==> src/rtl/cla_pipe_adder_if.sv <==
// Valid/ready operand and result stream for the pipelined CLA adder/subtractor.
// The adder attaches through the slave modport; the producer/consumer side uses master.
interface cla_pipe_adder_if #(
    parameter int WIDTH = 16
) ();
    logic             in_valid;
    logic             in_ready;
    logic [WIDTH-1:0] a;
    logic [WIDTH-1:0] b;
    logic             cin;
    logic             sub;
    logic             out_valid;
    logic             out_ready;
    logic [WIDTH-1:0] sum;
    logic             cout;
    logic             ovf;

    modport slave (
        input  in_valid, a, b, cin, sub, out_ready,
        output in_ready, out_valid, sum, cout, ovf
    );

    modport master (
        output in_valid, a, b, cin, sub, out_ready,
        input  in_ready, out_valid, sum, cout, ovf
    );
endinterface

==> src/rtl/cla_pipe_adder.sv <==
// Carry-pipelined carry-lookahead adder/subtractor: one BLOCK-bit lookahead group
// per stage, NBLK = WIDTH/BLOCK stages, one operation per cycle, global stall.
module cla_pipe_adder #(
    parameter int WIDTH = 16,
    parameter int BLOCK = 4
) (
    input  logic            clk,
    input  logic            rst_n,
    cla_pipe_adder_if.slave bus
);
    localparam int NBLK = WIDTH / BLOCK;

    if (BLOCK < 1 || (WIDTH % BLOCK) != 0) begin : g_bad_cfg
        $error("cla_pipe_adder: WIDTH must be a positive multiple of BLOCK");
    end

    // Every carry is a flat sum of products of g/p terms, so the group has no ripple chain.
    function automatic logic [BLOCK:0] lookahead(
        input logic [BLOCK-1:0] p,
        input logic [BLOCK-1:0] g,
        input logic             c0
    );
        logic [BLOCK:0] c;
        logic           term;
        c    = '0;
        c[0] = c0;
        for (int i = 0; i < BLOCK; i++) begin
            term = c0;
            for (int j = 0; j <= i; j++) term = term & p[j];
            c[i+1] = term;
            for (int j = 0; j <= i; j++) begin
                term = g[j];
                for (int m = j + 1; m <= i; m++) term = term & p[m];
                c[i+1] = c[i+1] | term;
            end
        end
        return c;
    endfunction

    logic adv;

    for (genvar k = 0; k < NBLK; k++) begin : g_stg
        localparam int LO = k * BLOCK;
        localparam int OW = WIDTH - LO;

        logic [OW-1:0]       src_a, src_b;
        logic                src_sub, src_c, src_v, ld;
        logic [BLOCK-1:0]    blk_b, bp, bg, bs;
        logic [BLOCK:0]      bc;
        logic                vld_q, vld_d;
        logic                cry_q, cry_d;
        logic [LO+BLOCK-1:0] res_q, res_d;

        // Operands shift down as they travel, so this stage's group is always bits [BLOCK-1:0].
        if (k == 0) begin : g_src
            always_comb begin
                src_a   = bus.a;
                src_b   = bus.b;
                src_sub = bus.sub;
                src_c   = bus.cin ^ bus.sub;
                src_v   = bus.in_valid;
                ld      = adv & bus.in_valid;
            end
        end else begin : g_src
            always_comb begin
                src_a   = g_stg[k-1].g_up.opa_q;
                src_b   = g_stg[k-1].g_up.opb_q;
                src_sub = g_stg[k-1].g_up.sub_q;
                src_c   = g_stg[k-1].cry_q;
                src_v   = g_stg[k-1].vld_q;
                ld      = adv;
            end
        end

        always_comb begin
            blk_b = src_b[BLOCK-1:0] ^ {BLOCK{src_sub}};
            bp    = src_a[BLOCK-1:0] ^ blk_b;
            bg    = src_a[BLOCK-1:0] & blk_b;
            bc    = lookahead(bp, bg, src_c);
            bs    = bp ^ bc[BLOCK-1:0];
            vld_d = adv ? src_v : vld_q;
            cry_d = ld ? bc[BLOCK] : cry_q;
        end

        if (k == 0) begin : g_res
            always_comb res_d = ld ? bs : res_q;
        end else begin : g_res
            always_comb res_d = ld ? {bs, g_stg[k-1].res_q} : res_q;
        end

        always_ff @(posedge clk) begin
            if (!rst_n) begin
                vld_q <= 1'b0;
                cry_q <= 1'b0;
                res_q <= '0;
            end else begin
                vld_q <= vld_d;
                cry_q <= cry_d;
                res_q <= res_d;
            end
        end

        if (OW > BLOCK) begin : g_up
            logic [OW-BLOCK-1:0] opa_q, opa_d;
            logic [OW-BLOCK-1:0] opb_q, opb_d;
            logic                sub_q, sub_d;

            always_comb begin
                opa_d = ld ? src_a[OW-1:BLOCK] : opa_q;
                opb_d = ld ? src_b[OW-1:BLOCK] : opb_q;
                sub_d = ld ? src_sub : sub_q;
            end

            always_ff @(posedge clk) begin
                if (!rst_n) begin
                    opa_q <= '0;
                    opb_q <= '0;
                    sub_q <= 1'b0;
                end else begin
                    opa_q <= opa_d;
                    opb_q <= opb_d;
                    sub_q <= sub_d;
                end
            end
        end

        // Carry into the MSB, kept alongside cout for the overflow flag.
        if (k == NBLK - 1) begin : g_last
            logic cmsb_q, cmsb_d;

            always_comb cmsb_d = ld ? bc[BLOCK-1] : cmsb_q;

            always_ff @(posedge clk) begin
                if (!rst_n) cmsb_q <= 1'b0;
                else        cmsb_q <= cmsb_d;
            end
        end
    end

    always_comb adv = bus.out_ready | ~g_stg[NBLK-1].vld_q;

    assign bus.in_ready  = adv;
    assign bus.out_valid = g_stg[NBLK-1].vld_q;
    assign bus.sum       = g_stg[NBLK-1].res_q;
    assign bus.cout      = g_stg[NBLK-1].cry_q;
    assign bus.ovf       = g_stg[NBLK-1].g_last.cmsb_q ^ g_stg[NBLK-1].cry_q;
endmodule

==> src/flat_wrapper.sv <==
// flat-port wrapper written by rule: the top's interface ports become plain ports
module cla_pipe_adder_flat 
#(
    parameter int WIDTH = 16,
    parameter int BLOCK = 4
)
  (clk, rst_n, bus_in_valid, bus_a, bus_b, bus_cin, bus_sub, bus_out_ready, bus_in_ready, bus_out_valid, bus_sum, bus_cout, bus_ovf);
  cla_pipe_adder_if #(.WIDTH(WIDTH)) bus_i ();
  input  logic clk;
  input  logic rst_n;
  input wire logic [$bits(bus_i.in_valid)-1:0] bus_in_valid;
  input wire logic [$bits(bus_i.a)-1:0] bus_a;
  input wire logic [$bits(bus_i.b)-1:0] bus_b;
  input wire logic [$bits(bus_i.cin)-1:0] bus_cin;
  input wire logic [$bits(bus_i.sub)-1:0] bus_sub;
  input wire logic [$bits(bus_i.out_ready)-1:0] bus_out_ready;
  output wire logic [$bits(bus_i.in_ready)-1:0] bus_in_ready;
  output wire logic [$bits(bus_i.out_valid)-1:0] bus_out_valid;
  output wire logic [$bits(bus_i.sum)-1:0] bus_sum;
  output wire logic [$bits(bus_i.cout)-1:0] bus_cout;
  output wire logic [$bits(bus_i.ovf)-1:0] bus_ovf;
  assign bus_i.in_valid = bus_in_valid;
  assign bus_i.a = bus_a;
  assign bus_i.b = bus_b;
  assign bus_i.cin = bus_cin;
  assign bus_i.sub = bus_sub;
  assign bus_i.out_ready = bus_out_ready;
  assign bus_in_ready = bus_i.in_ready;
  assign bus_out_valid = bus_i.out_valid;
  assign bus_sum = bus_i.sum;
  assign bus_cout = bus_i.cout;
  assign bus_ovf = bus_i.ovf;
  cla_pipe_adder #(.WIDTH(WIDTH), .BLOCK(BLOCK)) u_core (.clk(clk), .rst_n(rst_n), .bus(bus_i));
endmodule
==> config.mk <==
export PLATFORM = sky130hd
export DESIGN_NAME = cla_pipe_adder_flat
export DESIGN_NICKNAME = d
export VERILOG_FILES = /design/src/rtl/cla_pipe_adder_if.sv /design/src/rtl/cla_pipe_adder.sv /design/src/flat_wrapper.sv
export SDC_FILE = /design/constraint.sdc
export NUM_CORES = 1
export LEC_CHECK = 0
export CORE_UTILIZATION = 28
export DETAILED_ROUTE_END_ITERATION = 10
export SLEW_MARGIN = 20
export SYNTH_ARGS = -nofsm -noshare
export SYNTH_HDL_FRONTEND = slang
export SYNTH_SLANG_ARGS = --single-unit
export TNS_END_PERCENT = 50
==> constraint.sdc <==
create_clock -name clk -period 4.6 [get_ports clk]
set_input_delay 1.15 -clock clk [delete_from_list [all_inputs] [get_ports clk]]
set_output_delay 1.15 -clock clk [all_outputs]
set_load 0.05 [all_outputs]
==> results.toml <==
[yosys]
syn_inst = 536
synth_cell_type_count = 36
avgSynthCellArea_um2 = 8.28
synth_compound_gate_area_share = 0.192
synthSimpleGateAreaFrac = 0.170
synthMuxAreaShare = 0
synthAdderAreaFrac = 0.0745
synthFlopType = "dfxtp_1"
syn_nets = 598
seq_area_frac_synth = 0.451
ys_warn_count = 0
synth_top_family_by_area = "compound AO/OA/AOI/OAI gates"
synth-seq-cells = 100
ys_async_sr_fraction = 0
synth_edf_count = 0
synthesis.area_um2 = 4440
synth_xor_area_frac = 0.0434

[routing]
num_vias = 3669
drt-initial-drc-count = 201
drt-wirelength-per-cell_um = 13.0
wl_um = 10100
drc = 0
vias_per_cell = 4.70
first_pass_iters = 4
ant_nets = 0

[final_layout]
layout_common_cells = "nand2_1 (119), dfxtp_1 (100), a21oi_1 (84), clkdlybuf4s50_1 (56), o21ai_0 (34)"
final_area_um2 = 5420
areaGrowthSynthToFinish_pct = 22.3
layout.cells.non_filler = 781
final_layout_size_suffix_gt1_frac = 0.0474
nets = 627
final_common_cell = "nand2_1"
antenna_cells = 0

[placed_design]
place.gp.congestion = 0.732
port_buffers = 57
dpl_cell_area_um2 = 5100
place_inst = 765
place_ws_ns = 1.28
hpwl_um = 6930

[sta]
setup_ws_ns = 1.52
fmax_ghz = 0.324
post-route-period-util = 0.670
rsz0062_at_grt = "no"
worst_pin_slew_ns = 0.992
period_minus_slack_ns = 3.08
setup_violations = 0
slew_headroom = 0.338
finalHoldViolCount = 0
slew_viol_final = 0
fin_skew_ns = 0.00795
setup-tns-final_ns = 0

[grt]
grt-ovfl-total = 0
busiest_layer = "met2"
grtUsageMet1 = 0.171
grt_pass1_vias = 3430
grtUsageTotal = 0.130
grt_max_degree = 108
grt_pass1_wl_um = 16800
antenna_found_initial = 0
global_route.usage.met3 = 0.0363
gr-usage-met2 = 0.204

[power]
p_leak_nw = 2.10
vdd_drop_max_mv = 0.202
power_density_nw_per_um2 = 367

[die]
initial_core_util = 0.290
die_height_um = 128
die_w_um = 128
ioPinCount = 58
coreArea_um2 = 15300
row_count = 45
die-area_um2 = 16300

[cts]
ctsResizeCount = 0
clock_latency_ns = 0.35
clock_sinks = 100
cts.clk_slew.worst_paths_ns = 0.07
cts_hold_buf = 0
cts_buffers = 9
cts_tree = "built"
cts_setup_buffers = 0
h-tree-depth = 3
clock_path_buffers = 2
cts_root_buf = "clkbuf_16"

[run]
maxCapViolCount = 0

[run_status]
outcome = "complete, no violations"

[setup_path]
critical_path_class = "input pin to output pin"
end_kind = "output pin"
start_kind = "input pin"
cp.arrival_ns = 1.93
path_max_fanout = 2
cp.required_ns = 3.45

[worst_hold_path]
hold_path.class = "flop to flop"
## per-layer routing
metal  share of wire  wire [um]
met1            0.48       4910
met2            0.46       4690
met3           0.042        426
met4           0.011        111
met5               0          0
## logic make-up after synthesis
| family | Yosys count |
|---|---|
| adders and majority gates | 24 |
| buffers and inverters | 66 |
| DFF | 100 |
| xor gates and xnor gates | 22 |
| AOI/OAI and AO/OA | 148 |
| and+or+nand+nor | 176 |
## Yosys cell counts, types with 4 or more instances
cell,n,area (um^2)
nand2_1,119,447
dfxtp_1,100,2000
a21oi_1,84,420
o21ai_0,34,170
nand3_1,32,160
buf_2,21,105
ha_1,20,250
inv_1,20,75.1
xor2_1,18,158
clkbuf_1,14,52.6
nor2_1,10,37.5
o2111ai_1,5,43.8
a211oi_1,4,30.0
a21o_1,4,30.0
buf_1,4,15.0
fa_1,4,80.1
o211a_1,4,40.0
xnor2_1,4,35.0
## stage by stage
| step | total power, mW | utilization | hold slack, ns |
|---|---|---|---|
| floorplan | 1.11 | - | 0.432 |
| global placement | 1.19 | 0.333 | 0.439 |
| detailed placement | 1.20 | 0.333 | 0.445 |
| CTS | 2.01 | 0.354 | 0.456 |
| global route | 2.07 | 0.354 | 0.473 |
| finish | 1.99 | 0.354 | 0.454 |
## sequential cells by signal (all words and copies together), names as in the netlist
register                    flops
u_core.g_stg.g_up.opa_q        24
u_core.g_stg.g_up.opb_q        24
u_core.bus.cout                 1
u_core.g_stg.cry_q              3
u_core.g_stg.res_q             24
u_core.g_stg.g_up.sub_q         3
u_core.bus.out_valid            1
u_core.g_stg.vld_q              3
u_core.g_stg.g_last.cmsb_q      1
u_core.bus.sum                 16
## worst max-delay path, stage by stage
cell,delay (ns)
clkdlybuf4s50_1,0.44
nor2b_4,0.15
inv_4,0.05
buf_12,0.14
## final timing paths
kind / from / end / slack, ns / cells after the start
min reg2reg: u_core.bus.sum[5] / u_core.bus.sum[5] / 0.45 / 2
max reg2reg: u_core.g_stg[2].g_up.sub_q / u_core.bus.sum[15] / 2.50 / 6
min: u_core.bus.sum[5] / u_core.bus.sum[5] / 0.45 / 2
max: bus_out_ready / bus_in_ready / 1.52 / 4
## report_power, final
part | total [mW] | switching, mW | internal (mW)
logic | 0.234 | 0.130 | 0.104
registers | 0.942 | 0.0287 | 0.913
clock network | 0.813 | 0.334 | 0.479
## final cells by class
cell class	count	area (um^2)
clock buffer	9	225
timing repair buffer	63	626
inverter	21	81.3
tap	211	264
sequential	100	2000
multi-input combinational	370	2130
clock inverter	7	98.8
fill	1621	9890
Power figures use the tool's default switching activity.
